===== src/rtl/level_timer_pkg.sv =====
`default_nettype none
// ============================================================================
// Module      : level_timer_pkg
// Description : Shared types, constants and BCD helpers for the level clock.
// Revision    : 1.0 - initial release
// ============================================================================
package level_timer_pkg;

    typedef enum logic [1:0] {
        ST_IDLE    = 2'd0,
        ST_RUN     = 2'd1,
        ST_PAUSE   = 2'd2,
        ST_EXPIRED = 2'd3
    } state_t;

    localparam logic [11:0] c_BCD_MAX = 12'h999;

    // Also used on elaboration-time parameters to build BCD constants.
    function automatic logic [11:0] to_bcd3(input int unsigned v);
        return {4'(v / 100), 4'((v / 10) % 10), 4'(v % 10)};
    endfunction

    function automatic logic [9:0] bcd3_to_bin(input logic [11:0] b);
        return 10'(b[11:8]) * 10'd100 + 10'(b[7:4]) * 10'd10 + 10'(b[3:0]);
    endfunction

    function automatic logic bcd2_valid(input logic [7:0] b);
        return (b[7:4] <= 4'd9) && (b[3:0] <= 4'd9);
    endfunction

endpackage
`default_nettype wire


===== src/rtl/bcd3_step.sv =====
`default_nettype none
// ============================================================================
// Module      : bcd3_step
// Description : 3-digit BCD value, optional -1 and 2-digit BCD add, clamped
//               to 000..999, with a zero flag on the result.
// Revision    : 1.0 - initial release
// ============================================================================
module bcd3_step
    import level_timer_pkg::*;
(
    input  logic [11:0] i_value,
    input  logic        i_dec_en,
    input  logic [7:0]  i_add_bcd,
    output logic [11:0] o_result,
    output logic        o_zero
);

    logic [10:0] w_sum;
    logic [9:0]  w_sat;

    always_comb begin
        w_sum = {1'b0, bcd3_to_bin(i_value)} + {1'b0, bcd3_to_bin({4'h0, i_add_bcd})};
        if (i_dec_en && (w_sum != 11'd0)) begin
            w_sum = w_sum - 11'd1;
        end
        w_sat    = (w_sum > 11'(bcd3_to_bin(c_BCD_MAX))) ? bcd3_to_bin(c_BCD_MAX) : w_sum[9:0];
        o_result = to_bcd3(32'(w_sat));
        o_zero   = (o_result == 12'h000);
    end

endmodule
`default_nettype wire


===== src/rtl/level_timer_ctrl.sv =====
`default_nettype none
// ============================================================================
// Module      : level_timer_ctrl
// Description : Level countdown in BCD seconds with run/pause control,
//               bonuses, low-time warning, expiry and a frame strobe.
// Revision    : 1.0 - initial release
// ============================================================================
module level_timer_ctrl #(
    parameter int TICKS_PER_SEC = 1000,
    parameter int START_SECS    = 400,
    parameter int WARN_SECS     = 100,
    parameter int FRAME_MS      = 16
) (
    input  logic        mclk,
    input  logic        rst,
    input  logic        tick_1ms,
    input  logic        start,
    input  logic        pause,
    input  logic        resume,
    input  logic        abort,
    input  logic        bonus_req,
    input  logic [7:0]  bonus_bcd,
    output logic [11:0] secs_bcd,
    output logic [1:0]  state,
    output logic        warn,
    output logic        expired,
    output logic        expire_pulse,
    output logic        sec_pulse,
    output logic        frame_pulse
);
    import level_timer_pkg::*;

    localparam int c_MSW = $clog2(TICKS_PER_SEC);
    localparam int c_FW  = (FRAME_MS > 1) ? $clog2(FRAME_MS) : 1;
    localparam logic [11:0]      c_START_BCD  = to_bcd3(START_SECS);
    localparam logic [11:0]      c_WARN_BCD   = to_bcd3(WARN_SECS);
    localparam logic [c_MSW-1:0] c_MS_LAST    = c_MSW'(TICKS_PER_SEC - 1);
    localparam logic [c_FW-1:0]  c_FRAME_LAST = c_FW'(FRAME_MS - 1);

    state_t            r_state, w_state_n;
    logic [11:0]       r_secs, w_secs_n;
    logic [c_MSW-1:0]  r_ms_cnt, w_ms_n;
    logic [c_FW-1:0]   r_frame_cnt;
    logic              r_warn, w_warn_n;
    logic              r_expired, w_expired_n;
    logic              r_expire_pulse, w_expire_pulse_n;
    logic              r_sec_pulse, w_sec_pulse_n;
    logic              r_frame_pulse;

    logic              w_tick_run, w_dec, w_bonus_ok, w_step_zero;
    logic [7:0]        w_add;
    logic [11:0]       w_step;

    // A tick counts only when no abort/start/pause claims the cycle.
    assign w_tick_run = (r_state == ST_RUN) && tick_1ms && !abort && !start && !pause;
    assign w_dec      = w_tick_run && (r_ms_cnt == c_MS_LAST);
    assign w_bonus_ok = bonus_req && bcd2_valid(bonus_bcd)
                        && ((r_state == ST_RUN) || (r_state == ST_PAUSE));
    assign w_add      = w_bonus_ok ? bonus_bcd : 8'h00;

    bcd3_step u_step (
        .i_value   (r_secs),
        .i_dec_en  (w_dec),
        .i_add_bcd (w_add),
        .o_result  (w_step),
        .o_zero    (w_step_zero)
    );

    always_comb begin
        w_state_n        = r_state;
        w_secs_n         = r_secs;
        w_ms_n           = r_ms_cnt;
        w_sec_pulse_n    = 1'b0;
        w_expire_pulse_n = 1'b0;
        if (abort) begin
            w_state_n = ST_IDLE;
            w_secs_n  = c_START_BCD;
            w_ms_n    = '0;
        end else if (start) begin
            w_state_n = ST_RUN;
            w_secs_n  = c_START_BCD;
            w_ms_n    = '0;
        end else begin
            if ((r_state == ST_RUN) && pause) begin
                w_state_n = ST_PAUSE;
            end else if ((r_state == ST_PAUSE) && resume) begin
                w_state_n = ST_RUN;
            end
            if (w_tick_run) begin
                w_ms_n = w_dec ? '0 : r_ms_cnt + 1'b1;
            end
            if (w_dec || w_bonus_ok) begin
                w_secs_n = w_step;
            end
            // Expiry is judged after any coincident bonus has been added.
            if (w_dec) begin
                w_sec_pulse_n = 1'b1;
                if (w_step_zero) begin
                    w_state_n        = ST_EXPIRED;
                    w_expire_pulse_n = 1'b1;
                end
            end
        end
        w_warn_n    = ((w_state_n == ST_RUN) || (w_state_n == ST_PAUSE)) && (w_secs_n <= c_WARN_BCD);
        w_expired_n = (w_state_n == ST_EXPIRED);
    end

    always_ff @(posedge mclk) begin
        if (rst) begin
            r_state        <= ST_IDLE;
            r_secs         <= c_START_BCD;
            r_ms_cnt       <= '0;
            r_warn         <= 1'b0;
            r_expired      <= 1'b0;
            r_expire_pulse <= 1'b0;
            r_sec_pulse    <= 1'b0;
        end else begin
            r_state        <= w_state_n;
            r_secs         <= w_secs_n;
            r_ms_cnt       <= w_ms_n;
            r_warn         <= w_warn_n;
            r_expired      <= w_expired_n;
            r_expire_pulse <= w_expire_pulse_n;
            r_sec_pulse    <= w_sec_pulse_n;
        end
    end

    // Frame strobe free-runs in every state so menus keep animating.
    always_ff @(posedge mclk) begin
        if (rst) begin
            r_frame_cnt   <= '0;
            r_frame_pulse <= 1'b0;
        end else begin
            r_frame_pulse <= 1'b0;
            if (tick_1ms) begin
                if (r_frame_cnt == c_FRAME_LAST) begin
                    r_frame_cnt   <= '0;
                    r_frame_pulse <= 1'b1;
                end else begin
                    r_frame_cnt <= r_frame_cnt + 1'b1;
                end
            end
        end
    end

    assign secs_bcd     = r_secs;
    assign state        = r_state;
    assign warn         = r_warn;
    assign expired      = r_expired;
    assign expire_pulse = r_expire_pulse;
    assign sec_pulse    = r_sec_pulse;
    assign frame_pulse  = r_frame_pulse;

endmodule
`default_nettype wire


===== config.mk =====
export PLATFORM = sky130hd
export DESIGN_NAME = level_timer_ctrl
export DESIGN_NICKNAME = d
export VERILOG_FILES = /design/src/rtl/level_timer_pkg.sv /design/src/rtl/bcd3_step.sv /design/src/rtl/level_timer_ctrl.sv
export SDC_FILE = /design/constraint.sdc
export NUM_CORES = 1
export LEC_CHECK = 0
export ABC_CLOCK_PERIOD_IN_PS = 16390
export CORE_UTILIZATION = 30
export CTS_CLUSTER_SIZE = 20
export DETAILED_ROUTE_END_ITERATION = 10
export GPL_TIMING_DRIVEN = 0
export PLACE_DENSITY = 0.43
export SKIP_CTS_REPAIR_TIMING = 1
export SYNTH_ARGS = -nofsm -noshare
export SYNTH_HDL_FRONTEND = slang
export SYNTH_SLANG_ARGS = --single-unit

===== constraint.sdc =====
create_clock -name mclk -period 16.39 [get_ports mclk]
set_input_delay 2.4585 -clock mclk [delete_from_list [all_inputs] [get_ports mclk]]
set_output_delay 2.4585 -clock mclk [all_outputs]
set_load 0.01 [all_outputs]

# [Word level (Yosys, flattened, before mapping)]
# Cells that the tools add are included.
[classes] add_sub_neg=7 n_mul=3 div=4 magnitude_cmp=4 n_eq_ne=7 shift=0 mux=17 bitwise=2 n_reduce_logical=23
[ops] op="12-bit 2-to-1 mux" count=3
[ops] op="10-bit by 4-bit divider with 32-bit output (second input constant)" count=1
[ops] op="10-bit by 7-bit divider with 32-bit output (second input constant)" count=1
[ops] op="10-bit by 4-bit modulo with 32-bit output (second input constant)" count=1
[ops] op="32-bit by 4-bit modulo with 32-bit output (second input constant)" count=1
[ops] op="10-bit 2-to-1 mux" count=2
[ops] op="4-bit by 3-bit multiplier with 7-bit output (second input constant)" count=2
[ops] op="12-bit by 9-bit less-or-equal comparator with 1-bit output (second input constant)" count=1
[ops] op="1-bit logical AND" count=12
[ops] op="12-bit zero test" count=1
[ops] op="2-bit 2-to-1 mux" count=6
[ops] op="10-bit by 10-bit adder with 11-bit output" count=1
[ops] op="11-bit by 10-bit > comparator with 1-bit output (second input constant)" count=1
[ops] op="11-bit 2-to-1 mux" count=1
[ops] op="11-bit nonzero test" count=1
[ops] op="11-bit by 1-bit subtractor with 11-bit output (second input constant)" count=1
[ops] op="10-bit by 1-bit adder with 10-bit output (second input constant)" count=1
[ops] op="10-bit by 4-bit adder with 10-bit output" count=1
[ops] op="10-bit by 8-bit adder with 10-bit output" count=1
[ops] op="10-bit equality test (second input constant)" count=1
[ops] op="8-bit by 4-bit adder with 9-bit output" count=1
[ops] op="4-bit less-or-equal comparator (second input constant)" count=2
[ops] op="4-bit by 5-bit multiplier with 8-bit output (second input constant)" count=1
[ops] op="8-bit 2-to-1 mux" count=1
[ops] op="other kinds (12)" count=22
[totals] reg_bits=33 latch_bits=0 mem_bits_rw=0 rom_bits=0 out_inout_bits=19 n_memories=0

# [Longest topological paths before layout]
# Gate-level depths: netlist of run 1.
[depth] depth_word=23 ltp_mapped=70

# [Hierarchy]
# From an unflattened synthesis of run 1, not the netlist that was laid out.
[hier_totals] cells_unflattened=869 area_unflattened_um2=6421.2
[by_module_without_submodules] module="bcd3_step" n_inst=1 cells_each=680 area_per_inst_um2=4827.1
[by_module_without_submodules] module="level_timer_ctrl" n_inst=1 cells_each=189 area_per_inst_um2=1594.0

# [Least setup slack after synthesis of run 1]
# Ideal clock, no wire load.
[synth_path] path_type="input to register" start="in bonus_bcd[1]" end="reg r_warn (netlist: warn)" setup_time_ps=60 t_arrival_ps=14633 t_required_ps=16330 slack_ps=1697 path_stages=61 n_path_buf=5 path_cell_list="o21ai_0 -> and4b_1 -> clkbuf_1 -> and2_1 -> ha_1 -> ha_1 -> inv_1 -> fa_1 -> nor3_1 -> mux2_2 -> ha_1 -> and3_1 -> a31oi_1 -> xor3_1 -> nand4_1 -> a221o_1 -> buf_2 -> clkinv_1 -> [25 not listed] -> ha_1 -> or3_1 -> nand3_1 -> a2bb2oi_1 -> or3_1 -> or2_1 -> buf_6 -> mux2i_1 -> or3_1 -> and3_1 -> nor2_1 -> ha_1 -> nand2_1 -> nor3_1 -> o211ai_1 -> a2111oi_0 -> o311a_1 -> a32o_1"
[synth_via] elab_chain_len=23 elab_cells_between_ends=32 classes_between="3 x add/sub; 1 x mul; 4 x div; 3 x order compare; 2 x eq/ne; 10 x mux; 9 x reduce/logical"
[synth_rtl] element="start: declaration" line_no="level_timer_ctrl.sv:22" source="input logic [7:0] bonus_bcd,"
[synth_rtl] element="4-bit less-or-equal comparator" line_no="level_timer_pkg.sv:28" source="return (b[7:4] <= 4'd9) && (b[3:0] <= 4'd9);"
[synth_rtl] element="1-bit logical AND" line_no="level_timer_pkg.sv:28"
[synth_rtl] element="1-bit logical AND" line_no="level_timer_ctrl.sv:57" source="assign w_bonus_ok = bonus_req && bcd2_valid(bonus_bcd)"
[synth_rtl] element="1-bit logical AND" line_no="level_timer_ctrl.sv:58" source="&& ((r_state == ST_RUN) || (r_state == ST_PAUSE));"
[synth_rtl] element="8-bit 2-to-1 mux (*)" line_no="level_timer_ctrl.sv:59" source="assign w_add = w_bonus_ok ? bonus_bcd : 8'h00;"
[synth_rtl] element="4-bit by 3-bit multiplier with 7-bit output" line_no="level_timer_pkg.sv:24" source="return 10'(b[11:8]) * 10'd100 + 10'(b[7:4]) * 10'd10 + 10'(b[3:0]);"
[synth_rtl] element="8-bit by 4-bit adder with 9-bit output (*)" line_no="level_timer_pkg.sv:24"
[synth_rtl] element="10-bit by 10-bit adder with 11-bit output (*)" line_no="bcd3_step.sv:22" source="w_sum = {1'b0, bcd3_to_bin(i_value)} + {1'b0, bcd3_to_bin({4'h0, i_add_bcd})};"
[synth_rtl] element="[8 not listed]"
[synth_rtl] element="2-bit 2-to-1 mux (*)" line_no="level_timer_ctrl.sv:98" source="if (w_step_zero) begin"
[synth_rtl] element="2-bit 2-to-1 mux (*)" line_no="level_timer_ctrl.sv:96" source="if (w_dec) begin"
[synth_rtl] element="2-bit 2-to-1 mux (*)" line_no="level_timer_ctrl.sv:79" source="end else if (start) begin"
[synth_rtl] element="2-bit 2-to-1 mux (*)" line_no="level_timer_ctrl.sv:75" source="if (abort) begin"
[synth_rtl] element="via w_state_n[1]" line_no="level_timer_ctrl.sv:40" source="state_t r_state, w_state_n;"
[synth_rtl] element="2-bit by 1-bit equality test with 1-bit output or 2-bit equality test (tied branches)" line_no="level_timer_ctrl.sv:104" source="w_warn_n = ((w_state_n == ST_RUN) || (w_state_n == ST_PAUSE)) && (w_secs_n <= c_WARN_BCD);"
[synth_rtl] element="1-bit logical OR (*)" line_no="level_timer_ctrl.sv:104"
[synth_rtl] element="1-bit logical AND (*)" line_no="level_timer_ctrl.sv:104"
[synth_rtl] element="end signal: assignment" line_no="level_timer_ctrl.sv:121" source="r_warn <= w_warn_n;"
[synth_rtl] element="end: declaration" line_no="level_timer_ctrl.sv:44" source="logic r_warn, w_warn_n;"
# Mark *: on every way through the listed nets, which the timed path passes.
# A chain may end at the register's enable or synchronous reset.

# [Worst setup path in the final report of run 1]
[layout_path] start="in bonus_bcd[7]" end="reg r_warn (netlist: warn)"
# Same word-level chain as after synthesis.

==> results by group, run 1 <==
Synth
  – Top post-synthesis cells by count: nor2_1, nand2_1, ha_1
  – Post-synth net total: 999
  – Main synth FF type: dfxtp_1
  – Top cell type's share of synthesized area: 0.1097
  – Post-synth top area cell: ha_1
  – Asr flop ratio synth: 0
  – Post-synthesis sequential area ratio: 0.09814
  – Synth cell types: between 100 and 150
  – EDFF count, synth: 0
  – Cell area after synthesis: a little under 7000 µm²
  – Synthesis-stage register bit count: 33
  – Yosys warnings: 0
  – Most area-consuming cells after synthesis: ha_1, dfxtp_1, nor2_1, nand2_1, xnor2_1
  – Post-Syn Area per Cell: 7.349 µm²
  – Count leader, synth: nor2_1
  – Cells after Synth: 916

Floorplan
  – Core Region: about 22000 µm²
  – Die width: roughly 150 µm
  – Floorplan row count: 54
  – Die area: 23040 µm²
  – Ports: 35
  – Starting Density: 0.3075
  – Die height: between 150 and 200 µm

Layout
  – Share of post-route cells with drive strength above 1: 0.1607
  – Final Cell Area: 8133 µm²
  – Diode count: 0
  – Syn-to-layout area delta: 20.82%
  – Finished Layout Cells: between 1k and 1.5k
  – Post-layout util: 0.3715
  – Final nets: 1059

Critical path
  – Worst Setup Path Type: in2reg
  – CP max stage delay: 0.49 ns
  – Worst Path Buf+Inv: 10
  – CP most frequent cell: ha_1
  – Critical Path RT: about 17 ns
  – Crit path arrival time: 15.83 ns
  – Slowest-stage cell, CP: fa_2
  – CP Capture Type: register
  – Crit path max-delay family: compound AO/OA/AOI/OAI gates
  – Worst setup SP type: input pin
  – CP max FO: 10
  – Reg-to-reg setup timing slack: 2.73 ns

Power and ir drop
  – Worst VDD drop: 0.03446 mV
  – PD cells: 52.27 nW/µm²
  – Pwr Total: 0.4251 mW
  – Leakage Power: 3.204 nW

GRT
  – Vias in the first global route: 6644
  – Global route total overflow: 0
  – Global-route wire length before repair: 35130 µm
  – Largest net degree at the start of global routing: 12
  – Gr usage total: 0.1901
  – Initial antenna violation count: 0

Timing
  – Max frequency: 0.06407 GHz
  – Hold WS: 0.4574 ns
  – Final Hold Fails: 0
  – Clock skew: around 0.0060 ns
  – Max-slew violations: 0
  – Fin crit period: roughly 16 ns
  – Least-Margin Pin Slew: 1.013 ns
  – Post-route setup slack: 0.7812 ns
  – Slew Limit Headroom: 0.3185
  – Final Cycle Share: 0.9523
  – Post-Route Setup TNS: 0 ns
  – Setup violators final: 0

Clock tree
  – CTS Buf Count: 5
  – Max Buffers Root-to-Sink: 2
  – Worst skew pair latency: around 0.28 ns
  – Clock slew at reported path FFs: 0.06 ns
  – Htree depth: 2
  – Clock sink count: 33
  – CTS tree: done
  – Clock root cell: clkbuf_16

Route
  – Via-to-Cell Ratio: ~5.6
  – Detailed-route wire length per cell: 17.35 µm
  – # DRC: 0
  – WL final: 21800 µm
  – Post-DRT Antenna Nets: 0
  – Starting DRC count in detailed routing: between 300 and 400
  – First-pass detailed-route iteration total: 5
  – Vias: 7068

Placement
  – Routability congestion estimate: 0.8521
  – Post-place setup slack: -1.543 ns
  – I/O Buffers: 33
  – DP Wirelength: 17520 µm
  – Dpl cell area: 7412 µm²
  – Placed Cells: 1229

Flow run
  – Max-cap violations: 0

Outcome
  – Run status: completed

Min path
  – Worst Hold Class: reg2reg
## layout make-up
type                    instances  area [µm²]
fillers                      2377       13760
multi-input cells             805        6066
flip-flops and latches         33       660.6
repair buffers                 56       528.0
well taps                     280       350.3
inverters                      50       193.9
plain buffers                  25       157.7
clock buffers                   6       138.9
clock inverters                 2       37.54
## metal layers
metal | global-route usage | vias up | routed length (µm)
met5 | 0 | - | 0
met4 | 0.03762 | 0 | 344
met3 | 0.01527 | 23 | 587
met2 | 0.3232 | 117 | 10140
met1 | 0.2608 | 3339 | 10730
li1 | - | 3589 | -
## worst paths after layout
check / end / cells after the start / from
min reg2reg: frame_pulse / 2 / r_frame_cnt[3]
max: warn / 64 / bonus_bcd[7]
max reg2reg: warn / 61 / secs_bcd[5]
min: frame_pulse / 2 / r_frame_cnt[3]
## worst reg2reg max path, delay by kind of cell (launching register included)
family	cells	cell delay, ns
compound gates	24	4.62
mux	1	0.19
flops	1	0.51
simple gates	15	3.60
xor+xnor	2	0.34
buf+inv	8	1.14
fa+ha+maj	11	3.19
## sequential cells by signal, indices dropped and copies added, names as in the netlist
signal / cells
expired: 1
r_ms_cnt: 10
expire_pulse: 1
sec_pulse: 1
warn: 1
frame_pulse: 1
r_frame_cnt: 4
state: 2
secs_bcd: 12
## power breakdown
group / switching [mW] / internal [mW]
clock: 0.0351 / 0.0758
sequential: 0.000719 / 0.0809
combinational: 0.136 / 0.0963
## layout by cell type (no fill, tap or decap), types with 15 or more instances in the layout
| cell type | count |
|---|---|
| a21o_1 | 16 |
| a21oi_1 | 53 |
| and2_1 | 15 |
| buf_4 | 24 |
| clkdlybuf4s50_1 | 33 |
| dfxtp_1 | 33 |
| ha_1 | 57 |
| inv_1 | 42 |
| nand2_1 | 87 |
| nand3_1 | 35 |
| nor2_1 | 92 |
| nor3_1 | 23 |
| o211ai_1 | 22 |
| o21ai_0 | 43 |
| xnor2_1 | 31 |
| xor2_1 | 17 |
## kinds of logic after synthesis
logic type,count (synthesis),synth area share
AO/OA/AOI/OAI,307,0.3474
adder cells (fa/ha/maj),68,0.1349
XOR/XNOR,52,0.07193
flip-flops,33,0.09814
AND/OR/NAND/NOR,366,0.2777
multiplexers,12,0.01952
buffers and inverters,78,0.05037
No activity file was read; power rests on OpenSTA's default activity.
==> run 2, diff against run 1 <==
--- a/config.mk
+++ b/config.mk
@@ -6,6 +6,7 @@
 export NUM_CORES = 1
 export LEC_CHECK = 0
 export ABC_CLOCK_PERIOD_IN_PS = 16390
+export CORE_MARGIN = 8
 export CORE_UTILIZATION = 30
 export CTS_CLUSTER_SIZE = 20
 export DETAILED_ROUTE_END_ITERATION = 10
@@ -14,4 +15,5 @@
 export SKIP_CTS_REPAIR_TIMING = 1
 export SYNTH_ARGS = -nofsm -noshare
 export SYNTH_HDL_FRONTEND = slang
+export SYNTH_HIERARCHICAL = 1
 export SYNTH_SLANG_ARGS = --single-unit
==> results by group, run 2 <==
Outcome
  – Run status: completed

Floorplan
  – Die area: 26340 µm² (+14%)
  – Die height: 162.3 µm (+6.9%)
  – Floorplan row count: 53 (-1.9%)
  – Core Region: 21020 µm² (-4.0%)
  – Starting Density: 0.3055 (-0.002041)
  – Ports: 35 (unchanged)
  – Die width: 162.3 µm (+6.9%)

Critical path
  – Critical Path RT: 16.58 ns (-0.03 ns)
  – Worst Setup Path Type: in2reg
  – Slowest-stage cell, CP: a211oi_1
  – Worst Path Buf+Inv: 10 (unchanged)
  – CP Capture Type: register
  – Worst setup SP type: input pin
  – CP max stage delay: 0.56 ns (+0.07 ns)
  – CP most frequent cell: ha_1
  – Crit path max-delay family: compound AO/OA/AOI/OAI gates
  – Crit path arrival time: 15.35 ns (-0.48 ns)
  – CP max FO: 10 (unchanged)

Layout
  – Diode count: 0 (unchanged)
  – Commonest non-fill, non-tap cell in the layout: nand2_1
  – Most frequent cells in the layout: nand2_1, nor2_1, a21oi_1
  – Max reg flops: 12 (unchanged)
  – Syn-to-layout area delta: 12.35%
  – Final Cell Area: 7214 µm² (-11%)
  – Final nets: 991 (-6.4%)
  – Finished Layout Cells: 1183 (-5.9%)
  – Share of post-route cells with drive strength above 1: 0.09692 (-0.06378)
  – Layout fillers: 2271 (-4.5%)

GRT
  – Vias in the first global route: 6219 (-6.4%)
  – Initial antenna violation count: 0 (unchanged)
  – Global-route wire length before repair: 32090 µm (-8.7%)
  – Gr usage total: 0.1454 (-0.04475)
  – Largest net degree at the start of global routing: 17 (+5)
  – Global route total overflow: 0 (unchanged)

Route
  – WL final: 19440 µm (-11%)
  – Starting DRC count in detailed routing: 359 (+12%)
  – # DRC: 0 (unchanged)
  – Via-to-Cell Ratio: 5.480 (-2.5%)
  – Detailed-route wire length per cell: 16.43 µm (-5.3%)
  – Vias: 6483 (-8.3%)
  – First-pass detailed-route iteration total: 5 (unchanged)
  – Post-DRT Antenna Nets: 0 (unchanged)

Timing
  – Max frequency: 0.06598 GHz (+3.0%)
  – Clock skew: 0.005166 ns (-0.0008624 ns)
  – Fin crit period: 15.16 ns (-0.4526 ns)
  – Post-Route Setup TNS: 0 ns (unchanged)
  – Least-Margin Pin Slew: 0.7981 ns (-0.2148 ns)
  – Final Cycle Share: 0.9247 (-0.02762)
  – Max-slew violations: 0 (unchanged)
  – Final Hold Fails: 0 (unchanged)
  – Slew Limit Headroom: 0.4612 (+0.1427)
  – Setup violators final: 0 (unchanged)
  – RSZ-0062 raised after global routing: false

Placement
  – I/O Buffers: 31 (-6.1%)
  – Routability congestion estimate: 0.8573 (+0.61%)
  – Placed Cells: 1175 (-4.4%)
  – Dpl cell area: 7076 µm² (-4.5%)
  – DP Wirelength: 15820 µm (-9.7%)

Synth
  – Synth Area in XOR/XNOR: 0.06664 (-0.005292)
  – Main synth FF type: dfxtp_1
  – Cells after Synth: 869 (-5.1%)
  – Largest family of logic cells by synthesized area: compound AO/OA/AOI/OAI gates
  – Cell area after synthesis: 6421 µm² (-4.6%)
  – Count leader, synth: nand2_1
  – Most area-consuming cells after synthesis: ha_1, dfxtp_1, a21oi_1, o21ai_0, xnor2_1
  – Mux cell area share after synthesis: 0.01617 (-0.003344)
  – Yosys warnings: 6 (+6)
  – Post-synth top area cell: ha_1
  – Simple-gate share of the synthesized area: 0.2718 (-0.005871)
  – Post-Synth Adder-Cell Area: 0.1489 (+0.01393)
  – Post-synth net total: 953 (-4.6%)
  – Synth cell types: 109 (-6.8%)
  – Post-Syn Area per Cell: 7.389 µm² (+0.55%)
  – Top cell type's share of synthesized area: 0.1130 (+0.003351)
  – EDFF count, synth: 0 (unchanged)
  – Top post-synthesis cells by count: nand2_1, nor2_1, a21oi_1
  – Synthesis-stage register bit count: 33 (unchanged)
  – Asr flop ratio synth: 0 (unchanged)
  – Compound-Gate Fraction of Synth Area: 0.3305 (-0.01692)
  – Post-synthesis sequential area ratio: 0.1029 (+0.004743)

Clock tree
  – Clock slew at reported path FFs: 0.05 ns (about the same)
  – Htree depth: 2 (unchanged)
  – Clock root cell: clkbuf_16
  – CTS Buf Count: 5 (unchanged)
  – Worst skew pair latency: 0.27 ns (about the same)
  – CTS tree: done
  – Max Buffers Root-to-Sink: 2 (unchanged)
  – Clock sink count: 33 (unchanged)

Power and ir drop
  – Worst VDD drop: 0.05465 mV (+59%)
  – PD cells: 35.02 nW/µm² (-33%)
  – Leakage Power: 2.749 nW (-14%)

Flow run
  – Max-cap violations: 0 (unchanged)

Min path
  – Worst Hold Class: reg2reg
-- run 2: cell type report --
cell class / count / area [µm²] / area share
Multi-Input combinational cell: 745 / 5355 / 0.7423
Sequential cell: 33 / 660.6 / 0.09157
Tap cell: 275 / 344.1 / 0.04769
Timing Repair Buffer: 31 / 310.3 / 0.04301
Inverter: 58 / 225.2 / 0.03122
Buffer: 33 / 180.2 / 0.02497
Clock buffer: 6 / 128.9 / 0.01786
Clock inverter: 2 / 10.01 / 0.001387
-- run 2: worst reg2reg max path, delay by kind of cell (launching register included) --
| kind | cells | cell delay, ns |
|---|---|---|
| simple gates | 13 | 3.26 |
| flops | 1 | 0.37 |
| fa+ha+maj | 10 | 2.77 |
| xor+xnor | 3 | 0.38 |
| buf+inv | 10 | 1.91 |
| compound gates | 17 | 4.43 |
-- run 2: per-layer routing --
metal  share of wire  routed length, µm  up-vias  global-route usage
li1                -                  -     3349                   -
met5               0                  0        -                   0
met2            0.43               8379      137              0.2261
met4          0.0068                133        0             0.02399
met1            0.52              10150     2988              0.2153
met3           0.040                776        9             0.01240
-- run 2: cells by family after synthesis --
group / after synthesis
simple gates: 327
compound gates: 292
buf+inv: 91
fa+ha+maj: 71
xor+xnor: 45
flops: 33
mux: 10
-- run 2: power breakdown --
part	internal (mW)	total, mW	switching (mW)
sequential	0.0809	0.0816	0.000666
clock	0.0557	0.0889	0.0332
combinational	0.0346	0.0822	0.0476
total	0.171	0.253	0.0814
-- run 2: worst paths after layout --
check                 startpoint           to  cells after the start  slack (ns)
setup / recovery    bonus_bcd[5]         warn                     52        1.23
hold / removal    r_frame_cnt[3]  frame_pulse                      2        0.47
hold reg to reg   r_frame_cnt[3]  frame_pulse                      2        0.47
setup reg to reg        state[0]         warn                     53        3.18
-- run 2: stage by stage --
step | power [mW] | hold slack, ns | setup slack, ns | utilization
after floorplan | 0.1452 | 0.4330 | 3.503 | -
after global placement | 0.1659 | 0.4627 | 0.8240 | 0.3366
after detailed placement | 0.1652 | 0.4625 | 1.028 | 0.3366
after CTS | 0.2562 | 0.4700 | 1.234 | 0.3432
after global routing | 0.2681 | 0.5167 | 0.2025 | 0.3432
final | 0.2527 | 0.4687 | 1.234 | 0.3432
==> run 3, diff against run 2 <==
--- a/config.mk
+++ b/config.mk
@@ -12,6 +12,7 @@
 export DETAILED_ROUTE_END_ITERATION = 10
 export GPL_TIMING_DRIVEN = 0
 export PLACE_DENSITY = 0.43
+export RECOVER_POWER = 100
 export SKIP_CTS_REPAIR_TIMING = 1
 export SYNTH_ARGS = -nofsm -noshare
 export SYNTH_HDL_FRONTEND = slang
==> results by group, run 3 (synthesis gave the netlist of run 2 again) <==
Outcome
  – Run status: completed

Critical path
  – CP max stage delay: 0.56 ns (about the same)
  – Crit path arrival time: 15.35 ns (about the same)
  – Worst Setup Path Type: in2reg
  – CP max FO: 10 (unchanged)
  – CP Capture Type: register
  – Critical Path RT: 16.58 ns (about the same)
  – Crit path max-delay family: compound AO/OA/AOI/OAI gates
  – Slowest-stage cell, CP: a211oi_1
  – Worst setup SP type: input pin
  – Worst Path Buf+Inv: 10 (unchanged)
  – CP most frequent cell: ha_1

Clock tree
  – Worst skew pair latency: 0.27 ns (about the same)
  – Max Buffers Root-to-Sink: 2 (unchanged)
  – Clock root cell: clkbuf_16
  – CTS Buf Count: 5 (unchanged)
  – Clock sink count: 33 (unchanged)
  – Htree depth: 2 (unchanged)
  – Clock slew at reported path FFs: 0.05 ns (about the same)
  – CTS tree: done

Flow run
  – Max-cap violations: 0 (unchanged)

Route
  – Detailed-route wire length per cell: 16.42 µm (about the same)
  – First-pass detailed-route iteration total: 5 (unchanged)
  – Vias: 6526 (+0.66%)
  – Via-to-Cell Ratio: 5.516 (+0.66%)
  – WL final: 19430 µm (about the same)
  – Post-DRT Antenna Nets: 0 (unchanged)
  – # DRC: 0 (unchanged)
  – Starting DRC count in detailed routing: 334 (-7.0%)

Layout
  – Commonest non-fill, non-tap cell in the layout: nand2_1
  – Max reg flops: 12 (unchanged)
  – Share of post-route cells with drive strength above 1: 0.08921 (-0.007709)
  – Layout fillers: 2273 (+0.088%)
  – Final nets: 991 (unchanged)
  – Register Area: 660.6 µm² (unchanged)
  – Syn-to-layout area delta: 11.89%
  – Multi-input logic area: 5338 µm² (-0.33%)
  – Post-layout util: 0.3418 (-0.001429)
  – Diode count: 0 (unchanged)
  – Most frequent cells in the layout: nand2_1, nor2_1, a21oi_1
  – Final Cell Area: 7184 µm² (-0.42%)

Timing
  – Post-Route Setup TNS: 0 ns (unchanged)
  – Clock skew: 0.005274 ns (+0.0001073 ns)
  – Final Cycle Share: 0.9244 (about the same)
  – RSZ-0062 raised after global routing: false
  – Final Hold Fails: 0 (unchanged)
  – Slew Limit Headroom: 0.3119 (-0.1493)
  – Max-slew violations: 0 (unchanged)
  – Setup violators final: 0 (unchanged)
  – Fin crit period: 15.15 ns (-0.005560 ns)
  – Max frequency: 0.06600 GHz (about the same)
  – Least-Margin Pin Slew: 1.026 ns (+0.2278 ns)

GRT
  – Largest net degree at the start of global routing: 17 (unchanged)
  – Global-route wire length before repair: 32090 µm (unchanged)
  – Global route total overflow: 0 (unchanged)
  – Initial antenna violation count: 0 (unchanged)
  – Vias in the first global route: 6219 (unchanged)
  – Gr usage total: 0.1454 (unchanged)

Power and ir drop
  – Worst VDD drop: 0.05575 mV (+2.0%)
  – PD cells: 35.09 nW/µm² (+0.19%)
  – Leakage Power: 2.795 nW (+1.7%)

Floorplan
  – Core Region: 21020 µm² (unchanged)
  – Floorplan row count: 53 (unchanged)
  – Die width: 162.3 µm (unchanged)
  – Die height: 162.3 µm (unchanged)
  – Starting Density: 0.3055 (unchanged)
  – Ports: 35 (unchanged)
  – Die area: 26340 µm² (unchanged)

Placement
  – Dpl cell area: 7076 µm² (unchanged)
  – I/O Buffers: 31 (unchanged)
  – DP Wirelength: 15820 µm (unchanged)
  – Routability congestion estimate: 0.8573 (unchanged)

Min path
  – Worst Hold Class: reg2reg
==> run 3: layout make-up <==
class / count / area share
multi-input combinational: 745 / 0.7429
inverter: 58 / 0.03135
clock inverter: 2 / 0.001393
clock buffer: 6 / 0.01794
tap: 275 / 0.04789
timing repair buffer: 31 / 0.04319
buffer: 33 / 0.02334
sequential: 33 / 0.09195
==> run 3: report_power, final <==
group,internal [mW],switching [mW],leakage (nW)
Clock,0.0557,0.0331,0.0706
Sequential,0.0809,0.000656,0.266
Combinational,0.0343,0.0474,2.46
==> run 3: per-stage QoR <==
step / cells / setup WS [ns] / power [mW] / hold slack [ns]
after CTS: 1183 / 1.234 / 0.2562 / 0.4700
after detailed placement: 1175 / 1.028 / 0.1652 / 0.4625
after floorplan: 869 / 3.503 / 0.1452 / 0.4330
final: 1183 / 1.239 / 0.2521 / 0.4688
after global placement: 1175 / 0.8240 / 0.1659 / 0.4627
after global routing: 1183 / 0.1308 / 0.2676 / 0.5167
==> run 3: routing by layer <==
metal | vias to the layer above | part of all wire | track usage
met2 | 136 | 0.43 | 0.2261
met5 | - | 0 | 0
met4 | 0 | 0.0072 | 0.02399
met3 | 11 | 0.034 | 0.01240
met1 | 3031 | 0.52 | 0.2153
li1 | 3348 | - | -
==> run 3: tightest hold or removal path, cell delays in order (launching register included) <==
cell     delay (ns)
dfxtp_1        0.33
nand2_1        0.06
nor3_1         0.04
==> run 3: final timing paths <==
kind / from / endpoint / slack, ns / cells after the start
max: bonus_bcd[5] / warn / 1.24 / 52
min: r_frame_cnt[3] / frame_pulse / 0.47 / 2
max reg2reg: state[0] / warn / 3.19 / 53
min reg2reg: r_frame_cnt[3] / frame_pulse / 0.47 / 2
